**config.mk**
```make
export PLATFORM = sky130hd
export DESIGN_NAME = branch_predict_unit_flat
export DESIGN_NICKNAME = d
export VERILOG_FILES = /design/src/rtl/branch_predict_unit_pkg.sv /design/src/rtl/branch_predict_unit_if.sv /design/src/rtl/branch_predict_unit_sat_counter2.sv /design/src/rtl/branch_predict_unit.sv /design/src/flat_wrapper.sv
export SDC_FILE = /design/constraint.sdc
export NUM_CORES = 1
export LEC_CHECK = 0
export CAP_MARGIN = 5
export CELL_PAD_IN_SITES_DETAIL_PLACEMENT = 1
export CELL_PAD_IN_SITES_GLOBAL_PLACEMENT = 2
export CORE_MARGIN = 2
export CORE_UTILIZATION = 29
export DETAILED_ROUTE_END_ITERATION = 8
export HOLD_SLACK_MARGIN = 0.06
export PLACE_DENSITY_LB_ADDON = 0.1
export SYNTH_ARGS = -nofsm -noshare
export SYNTH_HDL_FRONTEND = slang
export SYNTH_SLANG_ARGS = --single-unit
```
**constraint.sdc**
```tcl
create_clock -name clk_i -period 9.7 [get_ports clk_i]
set_clock_uncertainty 0.05 [all_clocks]
set_input_delay 2.425 -clock clk_i [delete_from_list [all_inputs] [get_ports clk_i]]
set_output_delay 2.425 -clock clk_i [all_outputs]
set_load 0.03 [all_outputs]
```
**src/rtl/branch_predict_unit_pkg.sv**
```systemverilog
// Shared types, constants and helpers for the branch predict unit.
// Counter encoding, PC step and BHT index extraction live here.
package branch_predict_unit_pkg;

  localparam int unsigned PC_W      = 32;
  localparam int unsigned CNT_W     = 2;
  localparam int unsigned MAX_IDX_W = 10;

  localparam logic [CNT_W-1:0] SNT = 2'b00;
  localparam logic [CNT_W-1:0] WNT = 2'b01;
  localparam logic [CNT_W-1:0] WT  = 2'b10;
  localparam logic [CNT_W-1:0] ST  = 2'b11;

  localparam logic [PC_W-1:0] PC_INC = 32'd4;

  // BHT index: pc[idx_w+1:2], returned zero-extended to MAX_IDX_W bits
  function automatic logic [MAX_IDX_W-1:0] bht_idx(input logic [PC_W-1:0] pc,
                                                   input int unsigned     idx_w);
    logic [MAX_IDX_W-1:0] mask;
    mask = MAX_IDX_W'((32'd1 << idx_w) - 32'd1);
    return pc[MAX_IDX_W+1:2] & mask;
  endfunction

endpackage

```
**src/rtl/branch_predict_unit_if.sv**
```systemverilog
// ID/EX facing bundle of the branch predict unit: prediction request,
// resolution inputs, flush/redirect and statistics outputs.
interface branch_predict_unit_if;
  import branch_predict_unit_pkg::*;

  logic            id_branch_i;
  logic [PC_W-1:0] id_pc_i;
  logic            predict_o;
  logic            ex_branch_i;
  logic            ex_predict_i;
  logic            ex_taken_i;
  logic [PC_W-1:0] ex_pc_i;
  logic [PC_W-1:0] ex_pc_target_i;
  logic            flush_o;
  logic [PC_W-1:0] redirect_pc_o;
  logic [PC_W-1:0] branch_cnt_o;
  logic [PC_W-1:0] mispredict_cnt_o;

  modport master (
    output id_branch_i, id_pc_i, ex_branch_i, ex_predict_i, ex_taken_i,
           ex_pc_i, ex_pc_target_i,
    input  predict_o, flush_o, redirect_pc_o, branch_cnt_o, mispredict_cnt_o
  );

  modport slave (
    input  id_branch_i, id_pc_i, ex_branch_i, ex_predict_i, ex_taken_i,
           ex_pc_i, ex_pc_target_i,
    output predict_o, flush_o, redirect_pc_o, branch_cnt_o, mispredict_cnt_o
  );

endinterface

```
**src/rtl/branch_predict_unit_sat_counter2.sv**
```systemverilog
// One 2-bit saturating BHT counter; inc/dec qualified by en,
// asynchronous reset to CNT_RESET.
module sat_counter2
  import branch_predict_unit_pkg::*;
#(
  parameter logic [CNT_W-1:0] CNT_RESET = WNT
) (
  input  logic             clk,
  input  logic             rst,
  input  logic             en,
  input  logic             inc,
  input  logic             dec,
  output logic [CNT_W-1:0] cnt
);

  logic [CNT_W-1:0] cnt_q;

  always_ff @(posedge clk or posedge rst) begin
    if (rst) begin
      cnt_q <= CNT_RESET;
    end else if (en) begin
      if (inc && cnt_q != ST) begin
        cnt_q <= cnt_q + CNT_W'(1);
      end else if (dec && cnt_q != SNT) begin
        cnt_q <= cnt_q - CNT_W'(1);
      end
    end
  end

  assign cnt = cnt_q;

endmodule

```
**src/rtl/branch_predict_unit.sv**
```systemverilog
// Bimodal branch predictor: combinational ID prediction, EX resolution with
// same-cycle flush/redirect, counter training and saturating statistics.
module branch_predict_unit
  import branch_predict_unit_pkg::*;
#(
  parameter int unsigned      IDX_W     = 4,
  parameter logic [CNT_W-1:0] CNT_RESET = WNT
) (
  input  logic                  clk_i,
  input  logic                  rst_i,
  branch_predict_unit_if.slave  bus
);

  localparam int unsigned N = 32'd1 << IDX_W;

  logic [CNT_W-1:0] bht [N];
  logic [IDX_W-1:0] id_idx;
  logic [IDX_W-1:0] ex_idx;
  logic             mispredict;
  logic [PC_W-1:0]  branch_cnt_q;
  logic [PC_W-1:0]  mispredict_cnt_q;

  assign id_idx = IDX_W'(bht_idx(bus.id_pc_i, IDX_W));
  assign ex_idx = IDX_W'(bht_idx(bus.ex_pc_i, IDX_W));

  // One counter per entry; only the entry addressed by a resolving branch moves
  for (genvar i = 0; i < N; i++) begin : g_bht
    sat_counter2 #(
      .CNT_RESET(CNT_RESET)
    ) u_cnt (
      .clk(clk_i),
      .rst(rst_i),
      .en (bus.ex_branch_i && (ex_idx == IDX_W'(i))),
      .inc(bus.ex_taken_i),
      .dec(!bus.ex_taken_i),
      .cnt(bht[i])
    );
  end

  // ID reads the pre-update table value; no bypass from the EX write
  assign bus.predict_o = bus.id_branch_i & bht[id_idx][1];

  assign mispredict = bus.ex_branch_i & (bus.ex_predict_i ^ bus.ex_taken_i);

  always_comb begin
    bus.flush_o       = mispredict;
    bus.redirect_pc_o = '0;
    if (mispredict) begin
      bus.redirect_pc_o = bus.ex_taken_i ? bus.ex_pc_target_i : bus.ex_pc_i + PC_INC;
    end
  end

  // Statistics saturate at all-ones rather than wrapping
  always_ff @(posedge clk_i or posedge rst_i) begin
    if (rst_i) begin
      branch_cnt_q     <= '0;
      mispredict_cnt_q <= '0;
    end else begin
      if (bus.ex_branch_i && branch_cnt_q != '1) begin
        branch_cnt_q <= branch_cnt_q + PC_W'(1);
      end
      if (mispredict && mispredict_cnt_q != '1) begin
        mispredict_cnt_q <= mispredict_cnt_q + PC_W'(1);
      end
    end
  end

  assign bus.branch_cnt_o     = branch_cnt_q;
  assign bus.mispredict_cnt_o = mispredict_cnt_q;

endmodule

```
**src/flat_wrapper.sv**
```systemverilog
// flat-port wrapper written by rule: the top's interface ports become plain ports
module branch_predict_unit_flat import branch_predict_unit_pkg::*;
#(
  parameter int unsigned      IDX_W     = 4,
  parameter logic [CNT_W-1:0] CNT_RESET = WNT
)
  (clk_i, rst_i, bus_id_branch_i, bus_id_pc_i, bus_ex_branch_i, bus_ex_predict_i, bus_ex_taken_i, bus_ex_pc_i, bus_ex_pc_target_i, bus_predict_o, bus_flush_o, bus_redirect_pc_o, bus_branch_cnt_o, bus_mispredict_cnt_o);
  branch_predict_unit_if bus_i ();
  input  logic clk_i;
  input  logic rst_i;
  input wire logic [$bits(bus_i.id_branch_i)-1:0] bus_id_branch_i;
  input wire logic [$bits(bus_i.id_pc_i)-1:0] bus_id_pc_i;
  input wire logic [$bits(bus_i.ex_branch_i)-1:0] bus_ex_branch_i;
  input wire logic [$bits(bus_i.ex_predict_i)-1:0] bus_ex_predict_i;
  input wire logic [$bits(bus_i.ex_taken_i)-1:0] bus_ex_taken_i;
  input wire logic [$bits(bus_i.ex_pc_i)-1:0] bus_ex_pc_i;
  input wire logic [$bits(bus_i.ex_pc_target_i)-1:0] bus_ex_pc_target_i;
  output wire logic [$bits(bus_i.predict_o)-1:0] bus_predict_o;
  output wire logic [$bits(bus_i.flush_o)-1:0] bus_flush_o;
  output wire logic [$bits(bus_i.redirect_pc_o)-1:0] bus_redirect_pc_o;
  output wire logic [$bits(bus_i.branch_cnt_o)-1:0] bus_branch_cnt_o;
  output wire logic [$bits(bus_i.mispredict_cnt_o)-1:0] bus_mispredict_cnt_o;
  assign bus_i.id_branch_i = bus_id_branch_i;
  assign bus_i.id_pc_i = bus_id_pc_i;
  assign bus_i.ex_branch_i = bus_ex_branch_i;
  assign bus_i.ex_predict_i = bus_ex_predict_i;
  assign bus_i.ex_taken_i = bus_ex_taken_i;
  assign bus_i.ex_pc_i = bus_ex_pc_i;
  assign bus_i.ex_pc_target_i = bus_ex_pc_target_i;
  assign bus_predict_o = bus_i.predict_o;
  assign bus_flush_o = bus_i.flush_o;
  assign bus_redirect_pc_o = bus_i.redirect_pc_o;
  assign bus_branch_cnt_o = bus_i.branch_cnt_o;
  assign bus_mispredict_cnt_o = bus_i.mispredict_cnt_o;
  branch_predict_unit #(.IDX_W(IDX_W), .CNT_RESET(CNT_RESET)) u_core (.clk_i(clk_i), .rst_i(rst_i), .bus(bus_i));
endmodule
```
**Word level (Yosys, flattened, before mapping)**

Index checks and enable logic that the tools add are counted.

- Memories: 0
- RAM bits: 0
- Bits in latches: 0
- Input port bits: 102
- Bits in registers: 96
- Memory bits (read-only): 0

- Bitwise operators: 4
- Multipliers: 0
- Add/sub/neg operators: 35
- Multiplexer cells: 37
- Equal/unequal tests: 33
- Divide/modulo/power cells: 0
- Shift-type cells: 0
- Reduce and logical (&&, ||, !) cells: 100
- Magnitude comparators: 1

Operator list:

| cell | count |
|---|---|
| $mux 2 | 34 |
| $add 32x1->32 const B | 2 |
| $mux 32 | 2 |
| $ne 32x32->1 const B | 2 |
| $reduce_bool 2->1 | 32 |
| $logic_and 1x1->1 | 50 |
| $add 2x1->2 const B | 16 |
| $add 32x3->32 const B | 1 |
| $eq 4x4->1 const B | 8 |
| $ne 2x2->1 const B | 16 |
| $reduce_and 2->1 | 16 |
| $sub 2x1->2 const B | 16 |
| $eq 4x3->1 const B | 4 |
| $bmux 2 s4 | 1 |
| $eq 4x2->1 const B | 2 |
| $ge 5x5->1 const B | 1 |
| $not 4->5 | 1 |
| $eq 4x1->1 const B | 1 |
| $logic_not 4->1 | 1 |
| $and 1x1->1 | 2 |
| $logic_not 1->1 | 1 |
| $xor 1x1->1 | 1 |

**Logic depth before layout (Yosys ltp)**

Gate-level depths: netlist of run 1.

- Word-level depth: 5
- Depth in mapped cells: 8
- Depth with buffers taken out: 6

**Modules after synthesis**

A second synthesis of run 1 with hierarchy kept.

- Cell total of the unflattened synthesis: 681
- Area, all modules: 6247.2 um^2

By module, submodules not included:

| module | cells each | sequential area each (um^2) | area each (um^2) | times used |
|---|---|---|---|---|
| branch_predict_unit | 489 | 1601.5 | 4445.5 | 1 |
| sat_counter2 | 12 | 51.3 | 112.6 | 16 |

**Worst setup path after synthesis of run 1**

OpenSTA, ideal clock, no wires.

- Path kind: input to output
- From: in bus_ex_taken_i
- To: out bus_redirect_pc_o[22]
- Slack: 3069 ps
- Required time: 7225 ps
- Arrival: 4156 ps
- Path buffers: 3
- Cell stages on the path: 8
- Path through: buf_2 -> xor2_1 -> nand2_1 -> inv_1 -> clkbuf_1 -> clkbuf_1 -> o21ai_0 -> a21oi_1

- Longest elaborated chain between the ends: 3
- Elaborated cells on any way between the ends: 4

Ends and longest elaborated chain:

| what | RTL line | source |
|---|---|---|
| from (decl) | flat_wrapper.sv:15 | `input wire logic [$bits(bus_i.ex_taken_i)-1:0] bus_ex_taken_i;` |
| $xor 1x1->1 | branch_predict_unit.sv:43 | `assign mispredict = bus.ex_branch_i & (bus.ex_predict_i ^ bus.ex_taken_i);` |
| $and 1x1->1 | branch_predict_unit.sv:43 |  |
| named net bus_flush_o | flat_wrapper.sv:19 | `output wire logic [$bits(bus_i.flush_o)-1:0] bus_flush_o;` |
| $mux 32 | branch_predict_unit.sv:48 | `if (mispredict) begin` |
| to (decl) | flat_wrapper.sv:20 | `output wire logic [$bits(bus_i.redirect_pc_o)-1:0] bus_redirect_pc_o;` |

The timed path passes the listed nets, and every way through them passes these cells.

**Final worst setup path of run 1**

- From: in bus_ex_pc_i[4]
- To: out bus_redirect_pc_o[31]

- Longest elaborated chain between the ends: 3

Ends and longest elaborated chain:

| what | RTL line | source |
|---|---|---|
| from (decl) | flat_wrapper.sv:16 | `input wire logic [$bits(bus_i.ex_pc_i)-1:0] bus_ex_pc_i;` |
| $add 32x3->32 | branch_predict_unit.sv:49 | `bus.redirect_pc_o = bus.ex_taken_i ? bus.ex_pc_target_i : bus.ex_pc_i + PC_INC;` |
| $mux 32 | branch_predict_unit.sv:49 |  |
| $mux 32 | branch_predict_unit.sv:48 |  |

No other way between the ends.

==> out/summary.log, run 1 <==
INFO  sta            clock.fmax=0.125GHz
INFO  floorplanning  die_height=147um
INFO  floorplanning  top_level_ports=200
INFO  sta            tightest_slew=1.21ns
INFO  cells_and_area diodes=0
INFO  drt            avgViaCountPerCell=5.09
INFO  drt            via_count=5477
INFO  sta            rsz0062_at_grt=false
INFO  floorplanning  fp.coreArea=20200um2
INFO  clock_network  cts_buf_count=9
INFO  status         run_status=complete, no violations
INFO  global_route   gr-usage-all-layers=17.1%
INFO  synth          async_flop_share=100%
INFO  sta            relSlewSlack=19.3%
INFO  sta            layout_worst_path_cycle_share=82.4%
INFO  min_path       min_path_type=flip-flop to flip-flop
INFO  clock_network  cts-root-to-sink-buffers=2
INFO  global_route   grt.overflow.total=0
INFO  floorplanning  floorplan.die.width=147um
INFO  critical_path  worst_setup_path_start_kind=input port
INFO  clock_network  cts_max_level=3
INFO  synth          syn_area=5960um2
INFO  synth          synth-edff-count=0
INFO  critical_path  path_max_fanout=14
INFO  global_route   pin_count_of_the_biggest_net_entering_global_routing=76
INFO  critical_path  worst-endpoint-required=7.23ns
INFO  global_route   initial_antenna_violation_count=0
INFO  cells_and_area drive_above_1_share=8.82%
INFO  global_route   first_global_vias=6022
INFO  cells_and_area final_nets=908
INFO  placed_design  dpl.hpwl=13.7mm
INFO  global_route   grt_pass1_wl=30.3mm
INFO  clock_network  cts_resized=0
INFO  synth          synth-seq-area-share=40.6%
INFO  drt            dr.first_iter.drc_count=209
INFO  sta            final-max-slew-violation-count=0
INFO  clock_network  postCtsSetupBuffers=0
INFO  critical_path  worstSetupPathType=input port to output pin
INFO  cells_and_area synthToLayoutAreaGrowth=38.2%
INFO  sta            final_critical_path_time_including_i_o_delays_and_setup=7.99ns
INFO  power          leakage=3.24nW
INFO  cells_and_area filler_cell_count=2304
INFO  power          fin_total_pwr=1.19mW
INFO  power          peakVddDrop=0.0706mV
INFO  placed_design  gp_congestion=0.747
INFO  synth          syn_avg_cell_area=9.28um2
INFO  clock_network  clock_sinks=96
INFO  clock_network  clock_slew_at_the_register_clock_pins_of_the_worst_setup_and_hold_paths=0.08ns
INFO  clock_network  hold_buffers=0
INFO  drt            detailedRoute.firstPassIterationCount=4
INFO  power          power_per_cell_area=144nW/um2
INFO  drt            postRouteAntennaNets=0
INFO  job            max_cap_violations=0
INFO  sta            finalSetupTns=0ns
INFO  synth          synthDistinctLibCells=54
INFO  drt            routed_wl=18.5mm
INFO  placed_design  port_buffers=171
INFO  floorplanning  die-area=21700um2
INFO  synth          netlist_instances=643
INFO  sta            setup_viol=0
INFO  drt            wl_per_cell=17.2um
INFO  synth          synth_flop_cell=sky130_fd_sc_hd__dfrtp_1
INFO  synth          yosysWarningCount=0
INFO  clock_network  worstSkewPairLatency=0.36ns
INFO  synth          postSynthRegisterBits=96
INFO  clock_network  cts_tree=done
INFO  floorplanning  num_rows=52
INFO  drt            detail_route.drc_violations=0
INFO  clock_network  root_buffer=sky130_fd_sc_hd__clkbuf_16
INFO  critical_path  cp-end-kind=output pin
INFO  critical_path  timing.critical_path.arrival=5.52ns
INFO  synth          synthesized_nets=751
INFO  floorplanning  effective_utilization_at_floorplan=29.5%
INFO  sta            timing_hold_violations_final=0
-- Yosys cell counts (3+ instances only) --
master,n,area (um2)
sky130_fd_sc_hd__inv_1,16,60.1
sky130_fd_sc_hd__and4_1,6,52.6
sky130_fd_sc_hd__buf_6,3,33.8
sky130_fd_sc_hd__mux2i_1,5,50.1
sky130_fd_sc_hd__nor3_2,6,60.1
sky130_fd_sc_hd__and2_1,13,81.3
sky130_fd_sc_hd__nand4_1,37,231
sky130_fd_sc_hd__o221a_2,4,45.0
sky130_fd_sc_hd__ha_1,6,75.1
sky130_fd_sc_hd__a21o_1,11,82.6
sky130_fd_sc_hd__xor2_1,52,455
sky130_fd_sc_hd__dfstp_2,16,420
sky130_fd_sc_hd__a211oi_1,4,30.0
sky130_fd_sc_hd__and3_1,14,87.6
sky130_fd_sc_hd__nand2_1,56,210
sky130_fd_sc_hd__mux4_2,5,113
sky130_fd_sc_hd__o21a_1,3,22.5
sky130_fd_sc_hd__nand3_1,23,115
sky130_fd_sc_hd__nor3_1,14,70.1
sky130_fd_sc_hd__o21ai_0,40,200
sky130_fd_sc_hd__a21oi_1,33,165
sky130_fd_sc_hd__nor3b_1,3,22.5
sky130_fd_sc_hd__or2_2,5,31.3
sky130_fd_sc_hd__a31oi_1,11,68.8
sky130_fd_sc_hd__xnor2_1,39,342
sky130_fd_sc_hd__nor4_1,6,37.5
sky130_fd_sc_hd__nor2_1,66,248
sky130_fd_sc_hd__buf_2,5,25.0
sky130_fd_sc_hd__a221o_1,11,110
sky130_fd_sc_hd__dfrtp_1,80,2000
sky130_fd_sc_hd__clkbuf_1,20,75.1
-- worst max-delay path, stage by stage --
cell and delay, ns:
sky130_fd_sc_hd__clkdlybuf4s50_1 0.81, sky130_fd_sc_hd__nand4_1 0.29, sky130_fd_sc_hd__nor4_2 0.75, sky130_fd_sc_hd__nand4_1 0.22
sky130_fd_sc_hd__xor2_1 0.19, sky130_fd_sc_hd__a21oi_1 0.15, sky130_fd_sc_hd__clkdlybuf4s50_1 0.69
-- sequential cells by signal, summed over array words and instances, names as in the netlist --
signal / cells
u_core.bus.branch_cnt_o: 32
u_core.bus.mispredict_cnt_o: 32
u_core.g_bht.u_cnt.cnt: 32
-- per-stage QoR --
stage / instance area (um2) / setup WS, ns / utilization [%] / hold slack, ns / cells
after floorplan: 5960 / 3.07 / - / 0.457 / 643
after global placement: 7900 / 1.73 / 39.1 / 0.425 / 1059
after detailed placement: 7900 / 1.67 / 39.1 / 0.432 / 1059
after CTS: 8240 / 1.64 / 40.7 / 0.443 / 1075
after global routing: 8240 / 1.42 / 40.7 / 0.469 / 1075
final: 8240 / 1.71 / 40.7 / 0.435 / 1075
-- kinds of logic after synthesis --
logic type      count (synthesis)  share of synthesized area (%)
xor+xnor                       91                           13.4
buf+inv                        45                           3.38
mux                            12                           3.10
flops                          96                           40.6
compound gates                123                           13.7
fa+ha+maj                       6                           1.26
simple gates                  270                           24.6
-- worst paths after layout --
path	from	end	slack [ns]	depth (start not counted)
max	bus_ex_pc_i[4]	bus_redirect_pc_o[31]	1.71	7
min	u_core.bus.branch_cnt_o[18]	u_core.bus.branch_cnt_o[18]	0.43	1
max reg2reg	u_core.bus.branch_cnt_o[0]	u_core.bus.branch_cnt_o[21]	6.97	6
min reg2reg	u_core.bus.branch_cnt_o[18]	u_core.bus.branch_cnt_o[18]	0.43	1
max in group asynchronous	rst_i	u_core.bus.mispredict_cnt_o[2]	5.95	3
min in group asynchronous	rst_i	u_core.bus.branch_cnt_o[20]	2.31	2
-- cells in the final DEF (no fill, tap or decap), drive strengths merged, types with 3 or more instances in the layout --
| master | instances |
|---|---|
| a211oi | 4 |
| a21o | 11 |
| a21oi | 33 |
| a221o | 11 |
| a31oi | 12 |
| and2 | 13 |
| and3 | 15 |
| and4 | 6 |
| buf | 4 |
| clkbuf | 9 |
| clkdlybuf4s50 | 171 |
| dfrtp | 80 |
| dfstp | 16 |
| ha | 6 |
| inv | 18 |
| mux2i | 5 |
| mux4 | 5 |
| nand2 | 56 |
| nand3 | 23 |
| nand4 | 39 |
| nor2 | 66 |
| nor3 | 20 |
| nor3b | 3 |
| nor4 | 9 |
| o21a | 3 |
| o21ai | 40 |
| o221a | 4 |
| or2 | 7 |
| or3 | 3 |
| xnor2 | 39 |
| xor2 | 52 |
-- layer usage --
metal,wire length (um),GRT usage [%],vias to the layer above
met5,0,0,-
met4,208,4.38,0
met3,897,3.89,12
met2,9340,31.2,131
met1,8020,20.2,2714
li1,-,-,2620
-- area by class of cell --
| class | instances | area, um2 | area share, % |
|---|---|---|---|
| well taps | 270 | 338 | 4.10 |
| repair buffers | 175 | 1740 | 21.1 |
| flip-flops and latches | 96 | 2420 | 29.4 |
| clock inverters | 7 | 113 | 1.37 |
| inverters | 16 | 61.3 | 0.744 |
| multi-input cells | 502 | 3340 | 40.5 |
| clock buffers | 9 | 225 | 2.73 |
-- where the power goes --
part / leakage, nW / total (mW) / internal [mW] / switching (mW)
logic: 1.92 / 0.299 / 0.134 / 0.165
clock network: 0.161 / 0.408 / 0.232 / 0.176
registers: 1.16 / 0.480 / 0.434 / 0.0460
Note: power is estimated with default switching activity, not from simulation.
==> run 2: changes to the inputs <==
Settings changed: CORE_UTILIZATION 29 to 27.
Clock period 9.7 ns to 7.8 ns, I/O delays scaled along.
==> out/summary.log, run 2 (synthesis gave the netlist of run 1 again) <==
INFO  status         run_status=complete, no violations [unchanged]
INFO  power          share_seq_of_total_power=41.6% [was 40.5%]
INFO  floorplanning  fp.coreArea=21800um2 [was 20200 um2]
INFO  global_route   first_global_vias=5897 [was 6022]
INFO  critical_path  worst_setup_path_start_kind=input port [unchanged]
INFO  power          netSwitchingPower=479uW [was 386 uW]
INFO  critical_path  setup.reg_to_reg.worst_slack=5.37ns [was 6.97 ns]
INFO  drt            detailedRoute.firstPassIterationCount=4 [unchanged]
INFO  clock_network  cts_tree=done [unchanged]
INFO  clock_network  worstSkewPairLatency=0.35ns [was 0.36 ns]
INFO  clock_network  root_buffer=sky130_fd_sc_hd__clkbuf_16 [unchanged]
INFO  critical_path  worst-endpoint-required=5.80ns [was 7.23 ns]
INFO  cells_and_area seqCellArea=2420um2 [unchanged]
INFO  cells_and_area top_library_cells_by_usage_in_the_layout_fill_and_taps_aside=sky130_fd_sc_hd__clkdlybuf4s50_1 (153), sky130_fd_sc_hd__dfrtp_1 (80), sky130_fd_sc_hd__nor2_1 (66) [was sky130_fd_sc_hd__clkdlybuf4s50_1 (171), sky130_fd_sc_hd__dfrtp_1 (80), sky130_fd_sc_hd__nor2_1 (66)]
INFO  floorplanning  die_height=153um [was 147 um]
INFO  critical_path  timing.critical_path.arrival=4.78ns [was 5.52 ns]
INFO  power          power.switching_fraction=33.2% [was 32.6%]
INFO  power          comb_power_share=25.7% [was 25.2%]
INFO  sta            final_critical_path_time_including_i_o_delays_and_setup=6.78ns
INFO  drt            via_count=5439 [was 5477]
INFO  global_route   gr-usage-all-layers=15.6% [was 17.1%]
INFO  placed_design  gp_congestion=0.740 [was 0.747]
INFO  critical_path  cp-end-kind=output pin [unchanged]
INFO  cells_and_area multi_input_comb_area=3340um2 [unchanged]
INFO  global_route   pin_count_of_the_biggest_net_entering_global_routing=65 [was 76]
INFO  placed_design  dpl.hpwl=13.3mm [was 13.7 mm]
INFO  sta            clock.fmax=0.148GHz
INFO  cells_and_area filler_cell_count=2498 [was 2304]
INFO  clock_network  clock_sinks=96 [unchanged]
INFO  placed_design  port_buffers=171 [unchanged]
INFO  floorplanning  top_level_ports=200 [unchanged]
INFO  drt            dr.first_iter.drc_count=174 [was 209]
INFO  floorplanning  die-area=23300um2 [was 21700 um2]
INFO  cells_and_area synthToLayoutAreaGrowth=37.7% [was 38.2%]
INFO  critical_path  cp_top_family=buffers and inverters [unchanged]
INFO  sta            worst_hold_slack=0.443ns [was 0.435 ns]
INFO  floorplanning  effective_utilization_at_floorplan=27.4% [was 29.5%]
INFO  power          p_int=962uW [was 800 uW]
INFO  drt            detail_route.drc_violations=0 [unchanged]
INFO  global_route   grt.overflow.total=0 [unchanged]
INFO  cells_and_area diodes=0 [unchanged]
INFO  critical_path  timing.critical_path.slowest_stage_cell=sky130_fd_sc_hd__clkdlybuf4s50_1 [unchanged]
INFO  power          power_per_cell_area=175nW/um2 [was 144 nW/um2]
INFO  drt            routed_wl=17.8mm [was 18.5 mm]
INFO  clock_network  cts_buf_count=9 [unchanged]
INFO  sta            timing_hold_violations_final=0 [unchanged]
INFO  power          clockPowerShare=32.7% [was 34.4%]
INFO  critical_path  timing.critical_path.slowest_cell_delay=0.76ns [was 0.81 ns]
INFO  cells_and_area layout_commonest_cell=sky130_fd_sc_hd__clkdlybuf4s50_1 [unchanged]
INFO  drt            wl_per_cell=16.4um [was 17.2 um]
INFO  placed_design  place_worst_setup_slack=1.02ns [was 1.67 ns]
INFO  critical_path  path_max_fanout=13 [was 14]
INFO  global_route   initial_antenna_violation_count=0 [unchanged]
INFO  sta            fin_worst_setup_slack=1.02ns [was 1.71 ns]
INFO  sta            rsz0062_at_grt=false [unchanged]
INFO  job            max_cap_violations=0 [unchanged]
INFO  power          leakage=3.28nW [was 3.24 nW]
INFO  global_route   grt_pass1_wl=30.1mm [was 30.3 mm]
INFO  sta            tightest_slew=0.902ns [was 1.21 ns]
INFO  clock_network  cts-root-to-sink-buffers=2 [unchanged]
INFO  cells_and_area final_nets=911 [was 908]
INFO  clock_network  cts_resized=0 [unchanged]
INFO  sta            relSlewSlack=39.8% [was 19.3%]
INFO  drt            postRouteAntennaNets=0 [unchanged]
INFO  clock_network  cts_max_level=3 [unchanged]
INFO  floorplanning  floorplan.die.width=153um [was 147 um]
INFO  cells_and_area drive_above_1_share=11.4% [was 8.82%]
INFO  critical_path  path_buf_inv=2 [unchanged]
INFO  critical_path  worst_path_most_repeated_cell=sky130_fd_sc_hd__clkdlybuf4s50_1
INFO  min_path       min_path_type=flip-flop to flip-flop [unchanged]
INFO  clock_network  clock_slew_at_the_register_clock_pins_of_the_worst_setup_and_hold_paths=0.07ns [was 0.08 ns]
INFO  clock_network  hold_buffers=0 [unchanged]
INFO  cells_and_area post_route_core_utilization=37.7% [was 40.7%]
INFO  critical_path  worstSetupPathType=input port to output pin [unchanged]
INFO  sta            finalSetupTns=0ns [unchanged]
INFO  drt            avgViaCountPerCell=5.00 [was 5.09]
INFO  power          peakVddDrop=0.0935mV [was 0.0706 mV]
INFO  clock_network  postCtsSetupBuffers=0 [unchanged]
INFO  sta            layout_worst_path_cycle_share=86.9%
INFO  sta            final-max-slew-violation-count=0 [unchanged]
INFO  critical_path  path_cells=clkdlybuf4s50_1 > nand4_1 > or4_4 > nor3_2 > xnor2_1 > a211oi_1 > clkdlybuf4s50_1 [was clkdlybuf4s50_1 > nand4_1 > nor4_2 > nand4_1 > xor2_1 > a21oi_1 > clkdlybuf4s50_1]
INFO  floorplanning  num_rows=54 [was 52]
INFO  sta            setup_viol=0 [unchanged]
## run 2: layout make-up
cell class	instances	area share [%]
sequential	96	29.5
timing repair buffer	178	21.0
multi-input combinational	502	40.7
inverter	16	0.762
clock buffer	9	2.74
clock inverter	7	1.05
tap	280	4.27
## run 2: power by group through the flow
| stage | registers (mW) | logic, mW | clock network (mW) |
|---|---|---|---|
| floorplan | 0.663 | 0.138 | 0 |
| finish | 0.599 | 0.371 | 0.471 |
| CTS | 0.599 | 0.377 | 0.491 |
| global route | 0.607 | 0.398 | 0.509 |
| detailed placement | 0.608 | 0.375 | 0 |
| global placement | 0.602 | 0.367 | 0 |
## run 2: worst reg2reg max path: cells and delay by family (launching register included)
family,cells,cell delay (ns)
DFF,1,0.43
and+or+nand+nor,2,0.48
AOI/OAI and AO/OA,1,0.56
adders and majority gates,1,0.21
buffers and inverters,1,0.26
muxes,1,0.34
## run 2: worst paths after layout
path,startpoint,endpoint,cells after the start
max,bus_ex_pc_i[5],bus_redirect_pc_o[19],7
min in group asynchronous,rst_i,u_core.bus.mispredict_cnt_o[4],2
min,u_core.bus.branch_cnt_o[18],u_core.bus.branch_cnt_o[18],1
max reg2reg,u_core.bus.branch_cnt_o[1],u_core.bus.branch_cnt_o[1],6
min reg2reg,u_core.bus.branch_cnt_o[18],u_core.bus.branch_cnt_o[18],1
max in group asynchronous,rst_i,u_core.bus.branch_cnt_o[5],3
## run 2: routing by layer
metal,routed length [um],vias up,GRT usage (%)
met2,8750,112,27.0
met4,284,0,4.32
met1,7940,2687,19.3
met3,873,18,3.78
met5,0,-,0
li1,-,2622,-
## run 2: stage by stage
stage                     power (mW)  instance area (um2)  cells
final                           1.44                 8210   1088
after global routing            1.51                 8210   1088
after CTS                       1.47                 8200   1087
after detailed placement       0.983                 7890   1071
after global placement         0.969                 7890   1071
after floorplan                0.801                 5960    643
==> run 3: changes to the inputs <==
Settings changed: GPL_ROUTABILITY_DRIVEN set to 1.
==> results of run 3 <==
Same layout as run 2: the final DEF is identical, and so are final timing and power.
